$ cat config.mk
export PLATFORM = sky130hd
export DESIGN_NAME = sys_bus_nm
export DESIGN_NICKNAME = d
export VERILOG_FILES = /design/src/rtl/sys_bus_nm.sv
export SDC_FILE = /design/constraint.sdc
export NUM_CORES = 1
export LEC_CHECK = 0
export BUFFER_PORTS_ARGS = -buffer_cell sky130_fd_sc_hd__buf_2
export CAP_MARGIN = 10
export CORE_AREA = 8 8 323 325
export DETAILED_ROUTE_END_ITERATION = 12
export DIE_AREA = 0 0 331 333
export GPL_ROUTABILITY_DRIVEN = 1
export GPL_TIMING_DRIVEN = 0
export SLEW_MARGIN = 40
export SYNTH_ARGS = -nofsm -noshare
export SYNTH_HDL_FRONTEND = slang
export SYNTH_SLANG_ARGS = --single-unit
$ cat constraint.sdc
create_clock -name i_clk -period 12.85 [get_ports i_clk]
set_input_delay 2.57 -clock i_clk [delete_from_list [all_inputs] [get_ports i_clk]]
set_output_delay 2.57 -clock i_clk [all_outputs]
set_load 0.005 [all_outputs]
$ cat src/rtl/sys_bus_nm.sv
// Multi-master / multi-slave system bus: fixed or round-robin arbitration with lock,
// addr[31:28] slave decode, one-cycle registered read return and a decode-error pulse.
module sys_bus_nm #(
    parameter int                 N_MST    = 4,
    parameter int                 N_SLV    = 4,
    parameter int                 DW       = 32,
    parameter int                 ARB_MODE = 0,
    parameter logic [4*N_SLV-1:0] SLV_BASE = {4'h8, 4'h4, 4'h2, 4'h0}
) (
    input  logic                  i_clk,
    input  logic                  i_rst_n,
    input  logic [N_MST-1:0]      i_req,
    input  logic [N_MST-1:0]      i_lock,
    output logic [N_MST-1:0]      o_gnt,
    input  logic [N_MST*32-1:0]   i_addr,
    input  logic [N_MST-1:0]      i_write,
    input  logic [N_MST-1:0]      i_read,
    input  logic [N_MST*4-1:0]    i_size,
    input  logic [N_MST*DW-1:0]   i_din,
    output logic [N_MST*DW-1:0]   o_dout,
    output logic [N_MST-1:0]      o_rvalid,
    output logic [N_SLV*32-1:0]   o_s_addr,
    output logic [N_SLV-1:0]      o_s_write,
    output logic [N_SLV-1:0]      o_s_read,
    output logic [N_SLV*4-1:0]    o_s_size,
    output logic [N_SLV*DW-1:0]   o_s_din,
    input  logic [N_SLV*DW-1:0]   i_s_dout,
    output logic                  o_dec_err
);

    localparam int MW = $clog2(N_MST);
    localparam int SW = (N_SLV > 1) ? $clog2(N_SLV) : 1;

    logic [MW-1:0]  r_rr_ptr;
    logic [MW-1:0]  r_lk_own;
    logic           r_lk_vld;
    logic           r_rv;
    logic [MW-1:0]  r_rv_own;
    logic [SW-1:0]  r_rv_tgt;
    logic           r_rv_miss;
    logic           r_dec_err;

    logic           w_gnt_any;
    logic [MW-1:0]  w_gnt_idx;
    logic [MW-1:0]  w_ptr_nxt;
    logic [31:0]    w_m_addr;
    logic           w_m_wr;
    logic           w_m_rd;
    logic [3:0]     w_m_size;
    logic [DW-1:0]  w_m_din;
    logic           w_m_lock;
    logic           w_hit;
    logic [SW-1:0]  w_tgt;

    // A live lock overrides arbitration; otherwise the lowest index (fixed) or the
    // first requester at/after the pointer (round-robin) wins.
    always_comb begin
        w_gnt_any = 1'b0;
        w_gnt_idx = '0;
        if (r_lk_vld && i_lock[r_lk_own]) begin
            w_gnt_any = 1'b1;
            w_gnt_idx = r_lk_own;
        end else if (ARB_MODE == 0) begin
            for (int i = N_MST-1; i >= 0; i--) begin
                if (i_req[i]) begin
                    w_gnt_any = 1'b1;
                    w_gnt_idx = MW'(i);
                end
            end
        end else begin
            for (int k = N_MST-1; k >= 0; k--) begin
                if (i_req[(int'(r_rr_ptr) + k) % N_MST]) begin
                    w_gnt_any = 1'b1;
                    w_gnt_idx = MW'((int'(r_rr_ptr) + k) % N_MST);
                end
            end
        end
    end

    always_comb begin
        o_gnt = '0;
        o_gnt[w_gnt_idx] = w_gnt_any;
    end

    assign w_m_addr  = i_addr[int'(w_gnt_idx)*32 +: 32];
    assign w_m_size  = i_size[int'(w_gnt_idx)*4 +: 4];
    assign w_m_din   = i_din[int'(w_gnt_idx)*DW +: DW];
    assign w_m_wr    = w_gnt_any & i_write[w_gnt_idx];
    assign w_m_rd    = w_gnt_any & i_read[w_gnt_idx];
    assign w_m_lock  = w_gnt_any & i_lock[w_gnt_idx];
    assign w_ptr_nxt = (w_gnt_idx == MW'(N_MST-1)) ? '0 : w_gnt_idx + 1'b1;

    // Reverse scan so the lowest matching slave wins when bases overlap.
    always_comb begin
        w_hit = 1'b0;
        w_tgt = '0;
        for (int s = N_SLV-1; s >= 0; s--) begin
            if (SLV_BASE[4*s +: 4] == w_m_addr[31:28]) begin
                w_hit = 1'b1;
                w_tgt = SW'(s);
            end
        end
    end

    always_comb begin
        o_s_addr  = '0;
        o_s_write = '0;
        o_s_read  = '0;
        o_s_size  = '0;
        o_s_din   = '0;
        if (w_gnt_any && w_hit) begin
            o_s_addr[int'(w_tgt)*32 +: 32] = w_m_addr;
            o_s_write[w_tgt]               = w_m_wr;
            o_s_read[w_tgt]                = w_m_rd;
            o_s_size[int'(w_tgt)*4 +: 4]   = w_m_size;
            o_s_din[int'(w_tgt)*DW +: DW]  = w_m_din;
        end
    end

    always_ff @(posedge i_clk or negedge i_rst_n) begin
        if (!i_rst_n) begin
            r_rr_ptr  <= '0;
            r_lk_vld  <= 1'b0;
            r_lk_own  <= '0;
            r_rv      <= 1'b0;
            r_rv_own  <= '0;
            r_rv_tgt  <= '0;
            r_rv_miss <= 1'b0;
            r_dec_err <= 1'b0;
        end else begin
            r_lk_vld <= w_m_lock;
            r_lk_own <= w_gnt_idx;
            // Locked beats leave the pointer alone so the owner's tenure is not counted as a turn.
            if (w_gnt_any && !w_m_lock) begin
                r_rr_ptr <= w_ptr_nxt;
            end
            r_rv      <= w_m_rd;
            r_rv_own  <= w_gnt_idx;
            r_rv_tgt  <= w_tgt;
            r_rv_miss <= ~w_hit;
            r_dec_err <= w_gnt_any & ~w_hit & (w_m_rd | w_m_wr);
        end
    end

    assign o_dec_err = r_dec_err;

    always_comb begin
        o_rvalid = '0;
        o_dout   = '0;
        if (r_rv) begin
            o_rvalid[r_rv_own] = 1'b1;
            if (!r_rv_miss) begin
                o_dout[int'(r_rv_own)*DW +: DW] = i_s_dout[int'(r_rv_tgt)*DW +: DW];
            end
        end
    end

endmodule

==> metrics.txt <==
Root Buffer=clkbuf_16; Yosys warning total=0; vias in the first global route=12,100; setup repair bufs after CTS=0; Synth-to-Final Area Change=98.7%; cts repair resizes=0; Seq/Total Area, Yosys=0.0323; Final min period=10.86 ns; final setup vio count=0; layout cells sized above 1=0.491; Post-synth top flop=dfrtp_1; antenna violations before repair=21; crit end category=output port; Total Neg Setup Slack=0 ns; Remaining DRCs=0; Setup CP Type=input pin to output port; vias=11,900; Starting Density=0.0624; status=finished clean; row count=116; first-pass GRT wire length=106,000 um; clock-pin slew on the worst setup and hold paths=0.04 ns; Post-DP Area=0.0122 sq mm; commonest cells after routing, fill and taps aside=buf_2 (857), nand2_1 (331), nor2_1 (139), nor3_1 (134), and2_1 (103); I/O pins=835; Routed WL per cell=25.6 um; Routed Antenna Nets=0; Tcrit/Tclk final=0.845; Top delay family on crit path=buffers and inverters; crit path cell chain=buf_2 -> mux2i_2 -> a2bb2oi_4 -> mux2i_4 -> inv_4 -> buf_2 -> mux2i_1 -> xor2_1 -> mux2i_4 -> buf_2 -> buf_2 -> nor3_1 -> ha_1 -> nand3_1 -> or3_1 -> buf_2 -> buf_1 -> nor3_1 -> buf_2; Avg Inst Size Synth=5.55 sq um; CP startpoint kind=input pin; HP Class=flip-flop to flip-flop; CP max stage delay=0.71 ns; Max IR drop VDD=27.8 uV; total die area=0.110 sq mm; PortBufs=824; vias per cell=3.65; CORE AREA=0.0993 sq mm; GP Congestion=0.911; Pwr Density=68.8 mW/mm^2; critical path arrival=8.29 ns; fin area=0.0123 sq mm; clk buf depth=2; worst-path maximum fanout=10; post-layout util=0.124; gate count of the mapped netlist=1,117; Netlist cell types=49; max-slew violations=0; Setup Skew=0.00325 ns; largest net degree at the start of global routing=11; First-pass DRT Iterations=5; measured slew at the worst slew-check pin=0.929 ns; CTS buffer count=3; CP most frequent cell=buf_2; EDFF count, synth=0; Yosys reg bits=8; CTS H-tree depth=1; final hold violation count=0; Clk Latency, worst-skew pair=0.24 ns; unrepaired setup endpoints after global routing=no; Sink Count=8; Buf/Inv on CP=8; CTS tree=yes; Die H=333 um; Hold Buf Count CTS=0; routed wire length=83,900 um; fmax=92.1 MHz; most common cell after layout, fill and taps aside=buf_2; worst path required time=10.28 ns; Lkg Pwr=6.95 nW; Post-DP HPWL=74,200 um; Async SR Flop Fraction=1.00; max_slew headroom=0.374; Worst path slowest cell=mux2i_4; # Max-Cap Violations=0; die width=331 um; total track usage=0.140; total grt overflow=0; Post-Syn Area=0.00620 sq mm; initial DRC count=790; layout net count=2,395
## final timing paths
check	start	slack, ns	depth (start not counted)	end
max in group asynchronous	i_rst_n	10.40	1	r_rv_tgt[1]
max reg2reg	r_rv_own[1]	8.27	12	r_rv_tgt[0]
min	r_rv_own[1]	1.03	4	r_lk_vld
min reg2reg	r_rv_own[1]	1.03	4	r_lk_vld
min in group asynchronous	i_rst_n	2.21	1	r_lk_vld
max	i_lock[2]	1.99	19	o_s_din[43]
## logic make-up (layout without fill, tap and decap cells)
kind of cell,Yosys count,after routing,share of synthesized area
muxes,49,49,0.151
adders and majority gates,10,10,0.0202
other,1,21,0.000605
and+or+nand+nor,839,839,0.620
AOI/OAI and AO/OA,81,81,0.0741
DFF,8,8,0.0323
buffers and inverters,126,965,0.0973
xor gates and xnor gates,3,3,0.00424
## cell usage after synthesis (3+ instances only)
cell / instances / area (sq um)
a21oi_1: 5 / 25.0
and2_1: 103 / 644
and3_1: 38 / 238
and4b_1: 4 / 40.0
buf_1: 17 / 63.8
buf_2: 27 / 135
buf_4: 13 / 97.6
buf_6: 6 / 67.6
clkbuf_1: 58 / 218
dfrtp_1: 8 / 200
ha_1: 10 / 125
inv_1: 3 / 11.3
mux2i_1: 11 / 110
mux4_2: 34 / 766
nand2_1: 331 / 1240
nand2b_1: 4 / 25.0
nand3_1: 70 / 350
nor2_1: 140 / 526
nor3_1: 134 / 671
o21ai_0: 64 / 320
or3_1: 3 / 18.8
xor2_1: 3 / 26.3
## tightest hold or removal path, cell delays in order (launching register included)
cell	delay [ns]
dfrtp_1	0.37
buf_4	0.20
o31ai_1	0.16
a21oi_1	0.16
a21oi_1	0.08
## layout make-up
type / instances / area, sq um
antenna: 11 / 27.5
multi-input combinational: 992 / 5510
timing repair buffer: 836 / 4250
tap: 1298 / 1620
clock buffer: 3 / 75.1
fill: 11800 / 87000
sequential: 8 / 200
buffer: 121 / 607
inverter: 5 / 21.3
## state kept, by name, summed over array words and instances (netlist names)
name,count
r_rv_own,2
r_rv_tgt,2
o_dec_err,1
r_lk_vld,1
r_rv,1
r_rv_miss,1
## report_power, final
| group | internal, mW | total, mW | switching [mW] |
|---|---|---|---|
| sequential | 0.0304 | 0.0373 | 0.00691 |
| combinational | 0.218 | 0.753 | 0.535 |
| clock | 0.0405 | 0.0567 | 0.0162 |
## through the flow
step | setup slack (ns) | cells | hold slack [ns] | power, mW
floorplan | 4.31 | 1126 | 0.798 | 0.354
finish | 1.99 | 3274 | 1.03 | 0.847
global route | 1.58 | 3266 | 1.08 | 0.915
detailed placement | 1.78 | 3259 | 1.03 | 0.811
global placement | 0.492 | 3248 | 1.00 | 0.781
CTS | 1.76 | 3262 | 1.03 | 0.874
## per-layer routing
layer	wire, um	vias to the layer above	part of all wire	global-route usage
met5	13	-	0.00015	0
met4	1930	2	0.023	0.0293
met3	7240	104	0.086	0.0350
met2	42600	840	0.51	0.260
met1	32100	5547	0.38	0.160
li1	-	5442	-	-
Power figures use the tool's default switching activity.
